**config.mk**
```make
export PLATFORM = sky130hd
export DESIGN_NAME = updi_phy_tx
export DESIGN_NICKNAME = d
export VERILOG_FILES = /design/src/rtl/updi_phy_tx.sv
export SDC_FILE = /design/constraint.sdc
export NUM_CORES = 1
export LEC_CHECK = 0
export ABC_AREA = 1
export BUFFER_PORTS_ARGS = -buffer_cell sky130_fd_sc_hd__buf_4
export CORE_ASPECT_RATIO = 1.4
export CORE_MARGIN = 2
export CORE_UTILIZATION = 54
export CTS_CLUSTER_DIAMETER = 100
export DETAILED_ROUTE_END_ITERATION = 16
export PLACE_DENSITY = 0.81
export REMOVE_ABC_BUFFERS = 1
export SETUP_SLACK_MARGIN = 0.4
export SKIP_LAST_GASP = 1
export SLEW_MARGIN = 20
export SYNTH_ARGS = -nofsm -noshare
export SYNTH_HDL_FRONTEND = slang
export SYNTH_SLANG_ARGS = --single-unit
export TNS_END_PERCENT = 1
```
**constraint.sdc**
```tcl
create_clock -name clk -period 1.9 [get_ports clk]
set_input_delay 0.19 -clock clk [delete_from_list [all_inputs] [get_ports clk]]
set_output_delay 0.19 -clock clk [all_outputs]
set_load 0.005 [all_outputs]
```
**src/rtl/updi_phy_tx.sv**
```systemverilog
// UPDI single-wire UART transmitter: 8E2 frames from a FWFT FIFO.
// Optional BREAK generation is compiled in with UPDI_PHY_TX_BREAK_EN.
module updi_phy_tx #(
    parameter int CLKS_PER_BIT = 16,
    parameter int GUARD_BITS   = 2,
    parameter int BREAK_BITS   = 24
) (
    input  logic       clk,
    input  logic       rst,
    input  logic [7:0] fifo_data,
    input  logic       fifo_empty,
    output logic       fifo_rd_en,
    input  logic       send_break,
    output logic       tx,
    output logic       tx_oe,
    output logic       busy,
    output logic       frame_done
);

    localparam int CW   = $clog2(CLKS_PER_BIT);
    localparam int MAXB = (BREAK_BITS > GUARD_BITS)
                        ? ((BREAK_BITS > 2) ? BREAK_BITS : 2)
                        : ((GUARD_BITS > 2) ? GUARD_BITS : 2);
    localparam int BW   = $clog2(MAXB + 1);
    localparam int GB1  = (GUARD_BITS > 0) ? GUARD_BITS - 1 : 0;
    localparam int BB1  = (BREAK_BITS > 0) ? BREAK_BITS - 1 : 0;

    localparam logic [CW-1:0] CNT_TC = CW'(CLKS_PER_BIT - 1);

`ifdef UPDI_PHY_TX_BREAK_EN
    typedef enum logic [2:0] {
        IDLE, START, DATA, PARITY, STOP, GUARD, BREAK_LO, BREAK_STOP
    } state_t;
`else
    typedef enum logic [2:0] {
        IDLE, START, DATA, PARITY, STOP, GUARD
    } state_t;
    logic brk_unused;
    assign brk_unused = send_break;
`endif

    state_t        state, state_n;
    logic [CW-1:0] cnt, cnt_n;
    logic [2:0]    bit_idx, idx_n;
    logic [BW-1:0] bit_cnt, bcnt_n;
    logic [7:0]    data_q;
    logic          par_q;
    logic          tx_n, oe_n, done_n, pop, tc;

    assign tc         = (cnt == CNT_TC);
    assign busy       = (state != IDLE);
    assign fifo_rd_en = pop;

    always_comb begin
        state_n = state;
        cnt_n   = tc ? '0 : cnt + CW'(1);
        idx_n   = bit_idx;
        bcnt_n  = bit_cnt;
        pop     = 1'b0;
        done_n  = 1'b0;
        unique case (state)
            IDLE: begin
                cnt_n = '0;
                if (!rst) begin
`ifdef UPDI_PHY_TX_BREAK_EN
                    if (send_break) begin
                        state_n = BREAK_LO;
                        bcnt_n  = '0;
                    end else
`endif
                    if (!fifo_empty) begin
                        pop     = 1'b1;
                        state_n = START;
                    end
                end
            end
            START: if (tc) begin
                state_n = DATA;
                idx_n   = '0;
            end
            DATA: if (tc) begin
                if (bit_idx == 3'd7) state_n = PARITY;
                else idx_n = bit_idx + 3'd1;
            end
            PARITY: if (tc) begin
                state_n = STOP;
                bcnt_n  = '0;
            end
            STOP: if (tc) begin
                if (bit_cnt == BW'(1)) begin
                    bcnt_n = '0;
                    if (GUARD_BITS == 0) begin
                        state_n = IDLE;
                        done_n  = 1'b1;
                    end else begin
                        state_n = GUARD;
                    end
                end else begin
                    bcnt_n = bit_cnt + BW'(1);
                end
            end
            GUARD: if (tc) begin
                if (bit_cnt == BW'(GB1)) begin
                    state_n = IDLE;
                    done_n  = 1'b1;
                end else begin
                    bcnt_n = bit_cnt + BW'(1);
                end
            end
`ifdef UPDI_PHY_TX_BREAK_EN
            BREAK_LO: if (tc) begin
                if (bit_cnt == BW'(BB1)) begin
                    state_n = BREAK_STOP;
                    bcnt_n  = '0;
                end else begin
                    bcnt_n = bit_cnt + BW'(1);
                end
            end
            BREAK_STOP: if (tc) begin
                if (bit_cnt == BW'(1)) begin
                    state_n = IDLE;
                    done_n  = 1'b1;
                end else begin
                    bcnt_n = bit_cnt + BW'(1);
                end
            end
`endif
            default: state_n = IDLE;
        endcase
    end

    // Pin outputs are registered, so they follow the next state.
    always_comb begin
        tx_n = 1'b1;
        oe_n = 1'b1;
        unique case (state_n)
            IDLE:     oe_n = 1'b0;
            START:    tx_n = 1'b0;
            DATA:     tx_n = data_q[idx_n];
            PARITY:   tx_n = par_q;
`ifdef UPDI_PHY_TX_BREAK_EN
            BREAK_LO: tx_n = 1'b0;
`endif
            default:  tx_n = 1'b1;
        endcase
    end

    always_ff @(posedge clk) begin
        if (rst) begin
            state      <= IDLE;
            cnt        <= '0;
            bit_idx    <= '0;
            bit_cnt    <= '0;
            data_q     <= '0;
            par_q      <= 1'b0;
            tx         <= 1'b1;
            tx_oe      <= 1'b0;
            frame_done <= 1'b0;
        end else begin
            state      <= state_n;
            cnt        <= cnt_n;
            bit_idx    <= idx_n;
            bit_cnt    <= bcnt_n;
            tx         <= tx_n;
            tx_oe      <= oe_n;
            frame_done <= done_n;
            if (pop) begin
                data_q <= fifo_data;
                par_q  <= ^fifo_data;
            end
        end
    end

endmodule
```
==> flow_summary.json, run 1 <==
{
  "worst-path-buf-inv": 2,
  "num_vias": 1394,
  "synth_area_leaders": "dfxtp_1 (37%), nand3_1 (7.5%), inv_1 (6.9%), nand2_1 (5.9%), a21oi_1 (5.4%)",
  "finalNetCount": 243,
  "synth-edff-count": 0,
  "finalSetupViolations": 0,
  "port_buffers": 15,
  "antenna_found_initial": 0,
  "via_per_inst": 5.32,
  "syn_to_final_growth_pct": 22.2,
  "routabilityCongestion": 0.886,
  "synthFlopType": "dfxtp_1",
  "die_h_um": 65.7,
  "required_ns": 2.13,
  "crit_arrival_ns": 1.86,
  "status": "completed",
  "postRouteAntennaNets": 0,
  "num_rows": 22,
  "fin_tns_setup_ns": 0,
  "critPathCaptureType": "flop",
  "final_hold_viol_count": 0,
  "crit_path_cell_trace": "ha_4 > nand3_4 > clkinv_4 > nand2_1 > nand3_2 > nand2_4 > inv_2 > nand3_1 > nand2_1 > nand2_1 > nand3_1 > nand2_1 > nand2_1",
  "synth_async_sr_flop_share_pct": 0,
  "grt_max_degree": 19,
  "wl_per_cell_um": 12.2,
  "drive_gt1_share_pct": 29.2,
  "rrSetupSlack_ns": 0.27,
  "dieArea_um2": 3160,
  "drt_iter0_markers": 42,
  "skew_ns": 0.00183,
  "grt_usage_pct": 22.3,
  "rsz0062_at_grt": "yes",
  "routed_wl_mm": 3.20,
  "cts_max_level": 1,
  "core_um2": 2620,
  "slew_viol_final": 0,
  "synth_commonest_cells": "dfxtp_1 (27), inv_1 (27), nand2_1 (23), nand3_1 (22), nor2_1 (17)",
  "hold_buffers": 0,
  "cts_sinks": 27,
  "die_x_um": 48.1,
  "clk_latency_ns": 0.32,
  "fmax_ghz": 0.613,
  "cts-root-buf": "clkbuf_4",
  "cpMostUsedCell": "nand2_1",
  "syn_inst": 202,
  "fin_crit_sh_pct": 85.9,
  "critical-path-top-delay-family": "simple AND/OR/NAND/NOR gates",
  "critPathLaunchType": "flop",
  "first_pass_iters": 4,
  "synth_area_per_cell_um2": 7.28,
  "crit_type": "reg2reg",
  "place_hpwl_mm": 2.20,
  "start_util_pct": 56.2,
  "cts_tree": "yes",
  "slew_headroom_pct": 74.5,
  "synth_top_cell_area_share_pct": 36.8,
  "critPathMaxStageDelay_ns": 0.37,
  "synth.distinct_cells": 28,
  "leakagePower_nw": 0.747,
  "hp-class": "in2reg",
  "syn_area_um2": 1470,
  "power.density_nw_per_um2": 542,
  "clock_tree.buffer_depth": 2,
  "power.total_mw": 0.975,
  "drc": 0,
  "period_minus_slack_ns": 1.63,
  "synth.yosys.seq_area_share_pct": 36.8,
  "yosys_warnings": 0,
  "crit_slowest_cell": "dfxtp_2",
  "ioPinCount": 17,
  "drv_cap": 0,
  "diodes": 0,
  "fill_cells": 229,
  "grt-ovfl-total": 0,
  "grt_pass1_vias": 1271,
  "path_clk_slew_ns": 0.14,
  "grt_pass1_wl_mm": 5.11,
  "worst_pin_slew_ns": 0.380,
  "synth_seq_cells": 27,
  "peakVddDrop_v": 0.000465,
  "crit_fanout": 8,
  "cts_buffers": 3,
  "synth_top_area_cell": "dfxtp_1"
}
==> through the flow <==
step / std cells / util (%) / setup WS [ns] / cell area (µm²) / hold WS [ns]
5_1_grt: 262 / 68.7 / 0.0929 / 1800 / 0.108
4_1_cts: 260 / 66.5 / 0.282 / 1740 / 0.102
2_1_floorplan: 199 / - / 0.360 / 1460 / 0.259
3_5_place_dp: 251 / 62.1 / 0.130 / 1620 / 0.445
3_3_place_gp: 251 / 62.1 / 0.155 / 1620 / 0.436
6_report: 262 / 68.7 / 0.268 / 1800 / 0.116
==> where the power goes <==
| part | switching, mW | internal, mW | total (mW) |
|---|---|---|---|
| Clock | 0.165 | 0.0789 | 0.244 |
| Sequential | 0.00968 | 0.587 | 0.597 |
| Combinational | 0.0704 | 0.0628 | 0.133 |
==> layout make-up <==
cell class	instances	area, µm²	share of cell area (%)
inverters	35	136	7.59
well taps	36	45.0	2.51
clock buffers	3	22.5	1.25
multi-input cells	137	870	48.4
repair buffers	22	165	9.19
clock inverters	1	5.00	0.279
repair inverters	1	3.75	0.209
flip-flops and latches	27	549	30.6
==> routing by layer <==
metal	wire (µm)	global-route usage, %
met1	1170	24.1
met2	1840	39.3
met3	117	4.12
met4	70	9.80
met5	0	0
==> state kept, by name, summed over array words and instances, names as in the netlist <==
signal      cells
bit_cnt         5
bit_idx         3
cnt             4
data_q          8
frame_done      1
par_q           1
state           3
tx              1
tx_oe           1
==> cells by family (layout without fill, tap and decap cells) <==
group / count (synthesis) / count (layout) / share of synthesized area [%]
buf+inv: 38 / 62 / 9.79
compound gates: 33 / 33 / 11.7
fa+ha+maj: 4 / 4 / 3.40
simple gates: 91 / 91 / 33.0
xor+xnor: 9 / 9 / 5.36
flops: 27 / 27 / 36.8
==> layout by cell type, fill, tap and decap left out <==
master     n
nand2_4    1
a21oi_1   16
o21ai_1    2
nor2_2     2
nand2_1   22
xnor2_1    7
nand3_2    6
o31ai_1    1
a31oi_1    1
buf_4     22
o21ai_0   12
nand2_8    1
or2_1      1
dfxtp_4    1
inv_1     27
inv_2      8
nand4_1    5
nand3_1   19
nor2_1    15
dfxtp_2    4
nor4_1     1
o211ai_1   1
nor3b_2    2
xor2_1     2
nand2_2    4
ha_4       2
clkbuf_4   3
clkinv_2   1
nor3_2     3
ha_1       2
dfxtp_1   22
nand3_4    1
nor3_1     4
nor2_4     4
clkinv_4   1
==> worst paths after layout <==
path                  start    endpoint  depth (start not counted)
hold / removal          rst  bit_idx[1]                          2
hold reg to reg   data_q[3]   data_q[3]                          2
setup / recovery     cnt[0]          tx                         13
setup reg to reg     cnt[0]          tx                         13
==> repair_timing <==
item,CTS,global route
setup endpoints to repair,8,12
buffers inserted,4,2
resized for setup,16,9
gates cloned,1,0
pin swaps,3,7
No activity file was read; power rests on OpenSTA's default activity.
==> inputs of run 2 (changes only) <==
Settings changed: CORE_UTILIZATION 54 to 57, PLACE_DENSITY 0.81 to 0.84.
==> flow_summary.json, run 2 (same netlist as run 1, synthesis figures left out) <==
{
  "status": "completed",
  "crit_fanout": 4,
  "period_minus_slack_ns": 1.66,
  "largestRegisters": "data_q: 8 flops, bit_cnt: 5 flops, cnt: 4 flops",
  "rsz0062_at_grt": "yes",
  "hold_buffers": 0,
  "final_cell_mix": "inv_1 (26), buf_4 (24), nand2_1 (21), nand3_1 (21), dfxtp_1 (21)",
  "place_hpwl_mm": 2.28,
  "core_um2": 2420,
  "critPathCaptureType": "flop",
  "cts_sinks": 27,
  "ioPinCount": 17,
  "grt_pass1_wl_mm": 5.72,
  "drc": 0,
  "drv_cap": 0,
  "final_common_cell": "inv_1",
  "via_per_inst": 5.58,
  "critPathMaxStageDelay_ns": 0.38,
  "critPathLaunchType": "flop",
  "finalNetCount": 244,
  "drive_gt1_share_pct": 29.5,
  "final_hold_viol_count": 0,
  "slew_headroom_pct": 77.0,
  "drt_iter0_markers": 83,
  "cts-root-buf": "clkbuf_4",
  "hp-class": "in2reg",
  "grt-ovfl-total": 0,
  "min_path_cells": 2,
  "fin_tns_setup_ns": 0,
  "die_h_um": 64.1,
  "slew_viol_final": 0,
  "clk_latency_ns": 0.34,
  "cts_buffers": 3,
  "top_usage_layer": "met2",
  "peakVddDrop_v": 0.000422,
  "required_ns": 2.15,
  "cts_max_level": 1,
  "grt_pass1_vias": 1411,
  "dieArea_um2": 3010,
  "wl_per_cell_um": 13.3,
  "routed_wl_mm": 3.47,
  "num_rows": 21,
  "largest_reg_flops": 8,
  "final_cell_count_no_fill": 261,
  "crit_type": "reg2reg",
  "routabilityCongestion": 0.901,
  "finalInstanceArea_um2": 1800,
  "port_buffers": 15,
  "syn_to_final_growth_pct": 22.5,
  "use_met3_pct": 3.11,
  "r2r_cells": 13,
  "postRouteAntennaNets": 0,
  "first_pass_iters": 4,
  "largest_register": "data_q",
  "globalRouteMet1Util_pct": 29.2,
  "cpMostUsedCell": "nand2_1",
  "start_util_pct": 60.8,
  "fin_crit_sh_pct": 87.2,
  "crit_path_cell_trace": "buf_4 > inv_1 > nand3_1 > nand2_1 > nand2_1 > nand3_1 > nand3_1 > nand3_1 > nand2_1 > nand2_1 > nand3_1 > nand2_1 > nand2_1",
  "fin_hold_ws_ns": 0.0998,
  "finalSetupViolations": 0,
  "place_inst": 249,
  "crit_slowest_cell": "dfxtp_4",
  "cts_tree": "yes",
  "num_vias": 1457,
  "grt_util_met2_pct": 43.7,
  "worst_pin_slew_ns": 0.344,
  "skew_ns": 0.0156,
  "crit_arrival_ns": 1.91,
  "die_x_um": 46.9,
  "power.density_nw_per_um2": 546,
  "clock_tree.buffer_depth": 2,
  "grt_max_degree": 19,
  "path_clk_slew_ns": 0.16,
  "post_dp_cell_area_um2": 1620,
  "final_util_pct": 74.5,
  "fmax_ghz": 0.603,
  "leakagePower_nw": 0.775,
  "grt_usage_pct": 25.3,
  "diodes": 0,
  "antenna_found_initial": 0
}
run 2: cell type report:
type,instances,area (µm²)
Clock buffer,3,22.5
Clock inverter,1,5.00
Fill cell,186,617
Inverter,35,136
Multi-Input combinational cell,137,861
Sequential cell,27,553
Tap cell,34,42.5
Timing Repair Buffer,24,180
run 2: timing repair:
| action | in CTS | in global routing |
|---|---|---|
| endpoints found under the setup margin | 9 | 13 |
| resized for setup | 18 | 8 |
| pin swaps | 5 | 4 |
| setup buffers | 5 | 3 |
run 2: worst max-delay path: cells and delay by family, from the launching register on:
kind | cells | cell delay, ns
and+or+nand+nor | 11 | 0.87
DFF | 1 | 0.38
buffers and inverters | 2 | 0.30
run 2: final timing paths:
check,start,endpoint,slack [ns]
worst min-delay path,rst,bit_idx[1],0.1
worst min register to register,data_q[2],data_q[2],0.47
worst max-delay path,bit_idx[0],tx,0.24
worst max register to register,bit_idx[0],tx,0.24
run 2: routing by layer:
| metal | share of wire (%) | vias up |
|---|---|---|
| met5 | 0 | - |
| li1 | - | 711 |
| met2 | 54 | 52 |
| met1 | 39 | 681 |
| met4 | 2.9 | 0 |
| met3 | 4.2 | 13 |
run 2: where the power goes:
part	internal (mW)	total (mW)	leakage, nW	switching [mW]
registers	0.586	0.596	0.223	0.00953
logic	0.0618	0.132	0.534	0.0702
clock network	0.0791	0.255	0.0177	0.176
run 2: stage by stage:
step                      power [mW]  setup WS [ns]
final                          0.983          0.243
after global routing            1.04          0.165
after CTS                      0.984          0.309
after detailed placement       0.737          0.156
after global placement         0.733          0.180
after floorplan                0.687          0.360
